[config.mk]
export PLATFORM = sky130hd
export DESIGN_NAME = multicycle_alu
export DESIGN_NICKNAME = d
export VERILOG_FILES = /design/src/rtl/alu_pkg.sv /design/src/rtl/muldiv_iter.sv /design/src/rtl/multicycle_alu.sv
export SDC_FILE = /design/constraint.sdc
export NUM_CORES = 1
export LEC_CHECK = 0
export BUFFER_PORTS_ARGS = -buffer_cell sky130_fd_sc_hd__buf_2
export CAP_MARGIN = 15
export CORE_AREA = 10 10 110 161
export CTS_CLUSTER_DIAMETER = 100
export CTS_CLUSTER_SIZE = 14
export DETAILED_ROUTE_END_ITERATION = 6
export DIE_AREA = 0 0 120 171
export PLACE_DENSITY_LB_ADDON = 0.12
export SLEW_MARGIN = 20
export SYNTH_ARGS = -nofsm -noshare
export SYNTH_HDL_FRONTEND = slang
export SYNTH_SLANG_ARGS = --single-unit
export TNS_END_PERCENT = 20
[constraint.sdc]
create_clock -name clk -period 3.4 [get_ports clk]
set_input_delay 0.51 -clock clk [delete_from_list [all_inputs] [get_ports clk]]
set_output_delay 0.51 -clock clk [all_outputs]
set_load 0.005 [all_outputs]
[src/rtl/alu_pkg.sv]
// Shared opcode/state types for the multi-cycle ALU and its iterative datapath.
package alu_pkg;

  typedef enum logic [2:0] {
    OP_ADD  = 3'b000,
    OP_SUB  = 3'b001,
    OP_AND  = 3'b010,
    OP_OR   = 3'b011,
    OP_XOR  = 3'b100,
    OP_MULU = 3'b101,
    OP_DIVU = 3'b110,
    OP_SLT  = 3'b111
  } op_t;

  typedef enum logic [1:0] {
    IDLE = 2'd0,
    EXEC = 2'd1,
    DONE = 2'd2
  } state_t;

  function automatic logic is_iterative(input op_t op);
    return (op == OP_MULU) || (op == OP_DIVU);
  endfunction

endpackage

[src/rtl/muldiv_iter.sv]
// One-bit-per-cycle unsigned shift-add multiplier and restoring divider
// sharing a single 2*WIDTH accumulator.
module muldiv_iter
  import alu_pkg::*;
#(
  parameter int WIDTH = 16,
  parameter int CNT_W = $clog2(WIDTH)
) (
  input  logic             clk,
  input  logic             reset,
  input  logic             i_load,
  input  logic             i_is_div,
  input  logic             i_step,
  input  logic [WIDTH-1:0] i_a,
  input  logic [WIDTH-1:0] i_b,
  output logic             o_last,
  output logic [WIDTH-1:0] o_lo,
  output logic [WIDTH-1:0] o_hi
);

  logic [2*WIDTH-1:0] r_acc;
  logic [WIDTH-1:0]   r_m;
  logic               r_div;
  logic [CNT_W-1:0]   r_cnt;

  logic [WIDTH:0]     w_sum;
  logic [2*WIDTH-1:0] w_mul_nxt;
  logic [WIDTH:0]     w_shift;
  logic               w_ge;
  logic [WIDTH-1:0]   w_rem_sub;
  logic [2*WIDTH-1:0] w_div_nxt;
  logic [2*WIDTH-1:0] w_acc_nxt;

  always_ff @(posedge clk or posedge reset) begin
    if (reset)
      r_cnt <= '0;
    else if (i_load)
      r_cnt <= CNT_W'(WIDTH - 1);
    else if (i_step)
      r_cnt <= r_cnt - 1'b1;
  end

  // Multiply keeps the multiplier in the low half; divide keeps the dividend there
  // and grows the quotient into it as the remainder fills the high half.
  always_ff @(posedge clk) begin
    if (i_load) begin
      r_acc <= {{WIDTH{1'b0}}, (i_is_div ? i_a : i_b)};
      r_m   <= i_is_div ? i_b : i_a;
      r_div <= i_is_div;
    end else if (i_step) begin
      r_acc <= w_acc_nxt;
    end
  end

  assign w_sum     = {1'b0, r_acc[2*WIDTH-1:WIDTH]} + (r_acc[0] ? {1'b0, r_m} : '0);
  assign w_mul_nxt = {w_sum, r_acc[WIDTH-1:1]};

  // Remainder stays below the divisor, so the difference always fits in WIDTH bits.
  assign w_shift   = r_acc[2*WIDTH-1:WIDTH-1];
  assign w_ge      = (w_shift >= {1'b0, r_m});
  assign w_rem_sub = w_shift[WIDTH-1:0] - r_m;
  assign w_div_nxt = w_ge ? {w_rem_sub, r_acc[WIDTH-2:0], 1'b1}
                          : {r_acc[2*WIDTH-2:0], 1'b0};

  assign w_acc_nxt = r_div ? w_div_nxt : w_mul_nxt;
  assign o_lo      = w_acc_nxt[WIDTH-1:0];
  assign o_hi      = w_acc_nxt[2*WIDTH-1:WIDTH];
  assign o_last    = (r_cnt == '0);

endmodule

[src/rtl/multicycle_alu.sv]
// Execute-stage ALU: single-cycle logic/arithmetic plus iterative MULU/DIVU,
// with a start/done handshake and registered result/flags.
module multicycle_alu
  import alu_pkg::*;
#(
  parameter int WIDTH = 16,
  parameter int CNT_W = $clog2(WIDTH)
) (
  input  logic             clk,
  input  logic             reset,
  input  logic             start,
  input  logic [2:0]       op,
  input  logic [WIDTH-1:0] a,
  input  logic [WIDTH-1:0] b,
  output logic             busy,
  output logic             done,
  output logic [WIDTH-1:0] result,
  output logic [WIDTH-1:0] result_hi,
  output logic             zero,
  output logic             carry,
  output logic             div_by_zero
);

  state_t           r_state;
  state_t           w_state_nxt;
  op_t              r_op;
  logic [WIDTH-1:0] r_result;
  logic [WIDTH-1:0] r_result_hi;
  logic             r_zero;
  logic             r_carry;
  logic             r_dbz;

  op_t                     w_op;
  logic                    w_accept;
  logic                    w_iter;
  logic                    w_last;
  logic [WIDTH-1:0]        w_it_lo;
  logic [WIDTH-1:0]        w_it_hi;
  logic signed [WIDTH-1:0] w_a_s;
  logic signed [WIDTH-1:0] w_b_s;
  logic [WIDTH-1:0]        w_sc_res;
  logic [WIDTH-1:0]        w_sc_hi;
  logic                    w_sc_carry;
  logic                    w_sc_dbz;

  assign w_op     = op_t'(op);
  assign w_accept = start && (r_state != EXEC);
  // Divide by zero short-circuits to a one-cycle result instead of iterating.
  assign w_iter   = is_iterative(w_op) && !((w_op == OP_DIVU) && (b == '0));
  assign w_a_s    = a;
  assign w_b_s    = b;

  muldiv_iter #(
    .WIDTH (WIDTH),
    .CNT_W (CNT_W)
  ) u_muldiv (
    .clk      (clk),
    .reset    (reset),
    .i_load   (w_accept && w_iter),
    .i_is_div (w_op == OP_DIVU),
    .i_step   (r_state == EXEC),
    .i_a      (a),
    .i_b      (b),
    .o_last   (w_last),
    .o_lo     (w_it_lo),
    .o_hi     (w_it_hi)
  );

  always_comb begin
    w_sc_res   = '0;
    w_sc_hi    = '0;
    w_sc_carry = 1'b0;
    w_sc_dbz   = 1'b0;
    case (w_op)
      OP_ADD:  {w_sc_carry, w_sc_res} = {1'b0, a} + {1'b0, b};
      OP_SUB: begin
        w_sc_res   = a - b;
        w_sc_carry = (a >= b);
      end
      OP_AND:  w_sc_res = a & b;
      OP_OR:   w_sc_res = a | b;
      OP_XOR:  w_sc_res = a ^ b;
      OP_SLT:  w_sc_res = {{(WIDTH-1){1'b0}}, (w_a_s < w_b_s)};
      OP_DIVU: begin
        w_sc_res = '1;
        w_sc_hi  = a;
        w_sc_dbz = 1'b1;
      end
      default: ;
    endcase
  end

  always_comb begin
    w_state_nxt = r_state;
    case (r_state)
      IDLE, DONE: begin
        if (w_accept)
          w_state_nxt = w_iter ? EXEC : DONE;
        else
          w_state_nxt = IDLE;
      end
      EXEC:    if (w_last) w_state_nxt = DONE;
      default: w_state_nxt = IDLE;
    endcase
  end

  always_ff @(posedge clk or posedge reset) begin
    if (reset) begin
      r_state     <= IDLE;
      r_op        <= OP_ADD;
      r_result    <= '0;
      r_result_hi <= '0;
      r_zero      <= 1'b0;
      r_carry     <= 1'b0;
      r_dbz       <= 1'b0;
    end else begin
      r_state <= w_state_nxt;
      if (w_accept && !w_iter) begin
        r_result    <= w_sc_res;
        r_result_hi <= w_sc_hi;
        r_zero      <= (w_sc_res == '0);
        r_carry     <= w_sc_carry;
        r_dbz       <= w_sc_dbz;
      end else if (w_accept) begin
        r_op  <= w_op;
        r_dbz <= 1'b0;
      end else if ((r_state == EXEC) && w_last) begin
        r_result    <= w_it_lo;
        r_result_hi <= w_it_hi;
        r_zero      <= (w_it_lo == '0);
        r_carry     <= (r_op == OP_MULU) && (w_it_hi != '0);
      end
    end
  end

  assign busy        = (r_state == EXEC);
  assign done        = (r_state == DONE);
  assign result      = r_result;
  assign result_hi   = r_result_hi;
  assign zero        = r_zero;
  assign carry       = r_carry;
  assign div_by_zero = r_dbz;

endmodule

==> impl_metrics.ini <==
[floorplanning]
top_level_ports = 75
row_count = 55
die-area_um2 = 20520
die_y_um = 171
die_w_um = 120
start_util = 0.6022
core_um2 = 14930

[pwr]
power.switching_w = 0.002818
total_power_w = 0.006579
vdd_ir_drop_max_uv = 375.8
swShare = 0.4283
powerDensity_nw_per_um2 = 601.8
clockPowerShare = 0.144
p_leak_nw = 5.161
seqPwrFrac = 0.263
power_frac_comb = 0.593
power.internal_w = 0.003761

[finish]
areaGrowthSynthToFinish_pct = 21.57
nNetsFinal = 1407
drive_gt1_frac = 0.2469
diodes = 0

[place]
port_buffers = 74
dp_hpwl_mm = 26.05
dpl_worst_slack_ns = -0.1727
gp_congestion = 1.064

[worst_hold_path]
worstHoldPathType = in2async

[clocking]
root_buffer = clkbuf_16
cts_sinks = 93
cts_tree = built
ctsHoldBuffers = 0
clk_latency_ns = 0.35
clock_path_buffers = 2
path_clk_slew_ns = 0.07
cts_buffers = 9
h-tree-depth = 3

[synth]
synthCells = 1076
synth_top_area_frac = 0.1252
synth-edff-count = 33
ys_types = 93
ys_ff_latch = 93
async_reset_ff_frac = 0.4731
synth.most_common_cell = o21ai_0
ys.flop_type = dfrtp_1
seq_area_frac_synth = 0.2683
syn_avg_cell_area_um2 = 8.357
synth_area_leaders = ha_1 (13%), dfrtp_1 (12%), edfxtp_1 (11%)
netlist_area_um2 = 8992
synth_area_leader_cell = ha_1
ys_warn_count = 0
syn-num-nets = 1208
synthTopCellsByCount = o21ai_0 (104), nand2_1 (99), ha_1 (90), inv_1 (88)

[global_routing]
antenna_found_initial = 0
grt-ovfl-total = 0
grt_max_degree = 45
grt_pass1_wl_mm = 50.13
grt_util_all_layers = 0.3091
grt_pass1_vias = 9572

[critical_path]
cp_max_fo = 2
cp.depth = 12
required_ns = 3.62
cpPeakStageDelay_ns = 0.46
start_kind = flop
reg2reg_depth = 12
critPathKind = reg2reg
path_buf_inv = 2
critical_path.slowest_cell = fa_1
arrival_ns = 3.50
crit_path_frequent_cell = buf_4
endpoint_kind = flop
crit_chain = and2_1 > ha_1 > fa_1 > a21oi_2 > buf_4 > o211ai_1 > o41ai_1 > xnor2_1 > o21ai_0 > nor4bb_2 > buf_4 > a41oi_1
crit_family = compound AO/OA/AOI/OAI gates

[sta]
period_share = 0.9656
relSlewSlack = 0.2863
setup_viol = 0
tightestPinTransition_ns = 1.069
clock_skew_ns = 0.008027
setup_slack_ns = 0.1169
fmax_mhz = 304.6
maxSlewViolCount = 0
finalHoldViolCount = 0
period_minus_slack_ns = 3.283

[detailed_routing]
vias_per_cell = 6.348
drt_wl_total_mm = 32.20
firstDrtPassIters = 6
drt-initial-drc-count = 719
vias = 9388
drc = 0
routedWlPerCell_um = 21.77
drtAntennaViolNets = 0

[run]
maxCapViolCount = 0

[status]
outcome = finished clean
[timing repair]
item | in CTS | in global routing
pin swaps | 1 | 3
buffers inserted | 0 | 4
endpoints found under the setup margin | 1 | 5
gates resized for setup | 5 | 13
[metrics by stage]
stage               setup TNS [ns]  hold WS, ns  area, µm²    util  instances
floorplan                        0       0.4394       8992       -       1076
global placement          -0.09557       0.4581      10560  0.7069       1459
detailed placement         -0.2908       0.4631      10560  0.7069       1459
CTS                              0       0.4118      10850  0.7265       1475
global route              -0.03222       0.4659      10930  0.7320       1479
finish                           0       0.3841      10930  0.7320       1479
[metal layers]
metal	up-vias	GRT usage	wire, µm
met4	0	0.2379	2597
met2	449	0.5530	16380
li1	4353	-	-
met1	4432	0.3238	11490
met3	154	0.03397	1738
met5	-	0	0
[cell usage in the layout, fill, tap and decap left out, types with 9 or more instances in the layout]
cell type    n
buf_4      176
o21ai_0    100
nand2_1     99
ha_1        90
inv_1       87
buf_2       74
nor2_1      62
a21oi_1     60
dfrtp_1     44
mux2i_1     40
edfxtp_1    33
and2_1      24
a31oi_1     21
nand3_1     19
xnor2_1     19
o22ai_1     16
dfxtp_1     16
nor3_1      15
a22oi_1     14
a21o_1      13
nor4_1      11
nor2b_1     11
nand4_1     10
o221ai_1     9
o31ai_1      9
a221o_1      9
o21a_1       9
a22o_1       9
clkbuf_16    9
[power groups by stage]
| stage | Combinational [W] | Clock [W] | Sequential (W) |
|---|---|---|---|
| detailed placement | 0.00371 | 0 | 0.00174 |
| floorplan | 0.00216 | 0 | 0.00169 |
| global placement | 0.00365 | 0 | 0.00174 |
| finish | 0.00390 | 0.000948 | 0.00173 |
| global route | 0.00421 | 0.000985 | 0.00176 |
| CTS | 0.00376 | 0.000951 | 0.00172 |
[final timing paths]
check,start,to,slack [ns]
min in group clk,a[0],result_hi[0],0.46
max in group asynchronous,reset,result[5],2.40
hold / removal,reset,div_by_zero,0.38
setup reg to reg,u_muldiv.r_m[0],carry,0.12
setup / recovery,u_muldiv.r_m[0],carry,0.12
hold reg to reg,r_op[2],r_op[2],0.48
[sequential cells by signal (all words and copies together), names as in the netlist]
register	cells
div_by_zero	1
u_muldiv.r_m	16
zero	1
result_hi	16
u_muldiv.r_cnt	4
r_state	2
u_muldiv.r_acc	32
result	16
u_muldiv.r_div	1
r_op	3
carry	1
[cells by family after synthesis]
logic type,count (synthesis),synth area share
xor gates and xnor gates,26,0.02532
and+or+nand+nor,309,0.1735
buffers and inverters,150,0.07555
DFF,93,0.2683
muxes,44,0.04953
AOI/OAI and AO/OA,360,0.2737
adders and majority gates,94,0.1341
[final cells by class]
type,count,area (µm²)
Multi-Input combinational cell,833,5978
Fill cell,1244,4001
Sequential cell,93,2412
Timing Repair Buffer,250,1692
Inverter,88,330.3
Tap cell,199,249.0
Clock buffer,12,246.5
Clock inverter,4,23.77
(Power assumes the default switching activity.)
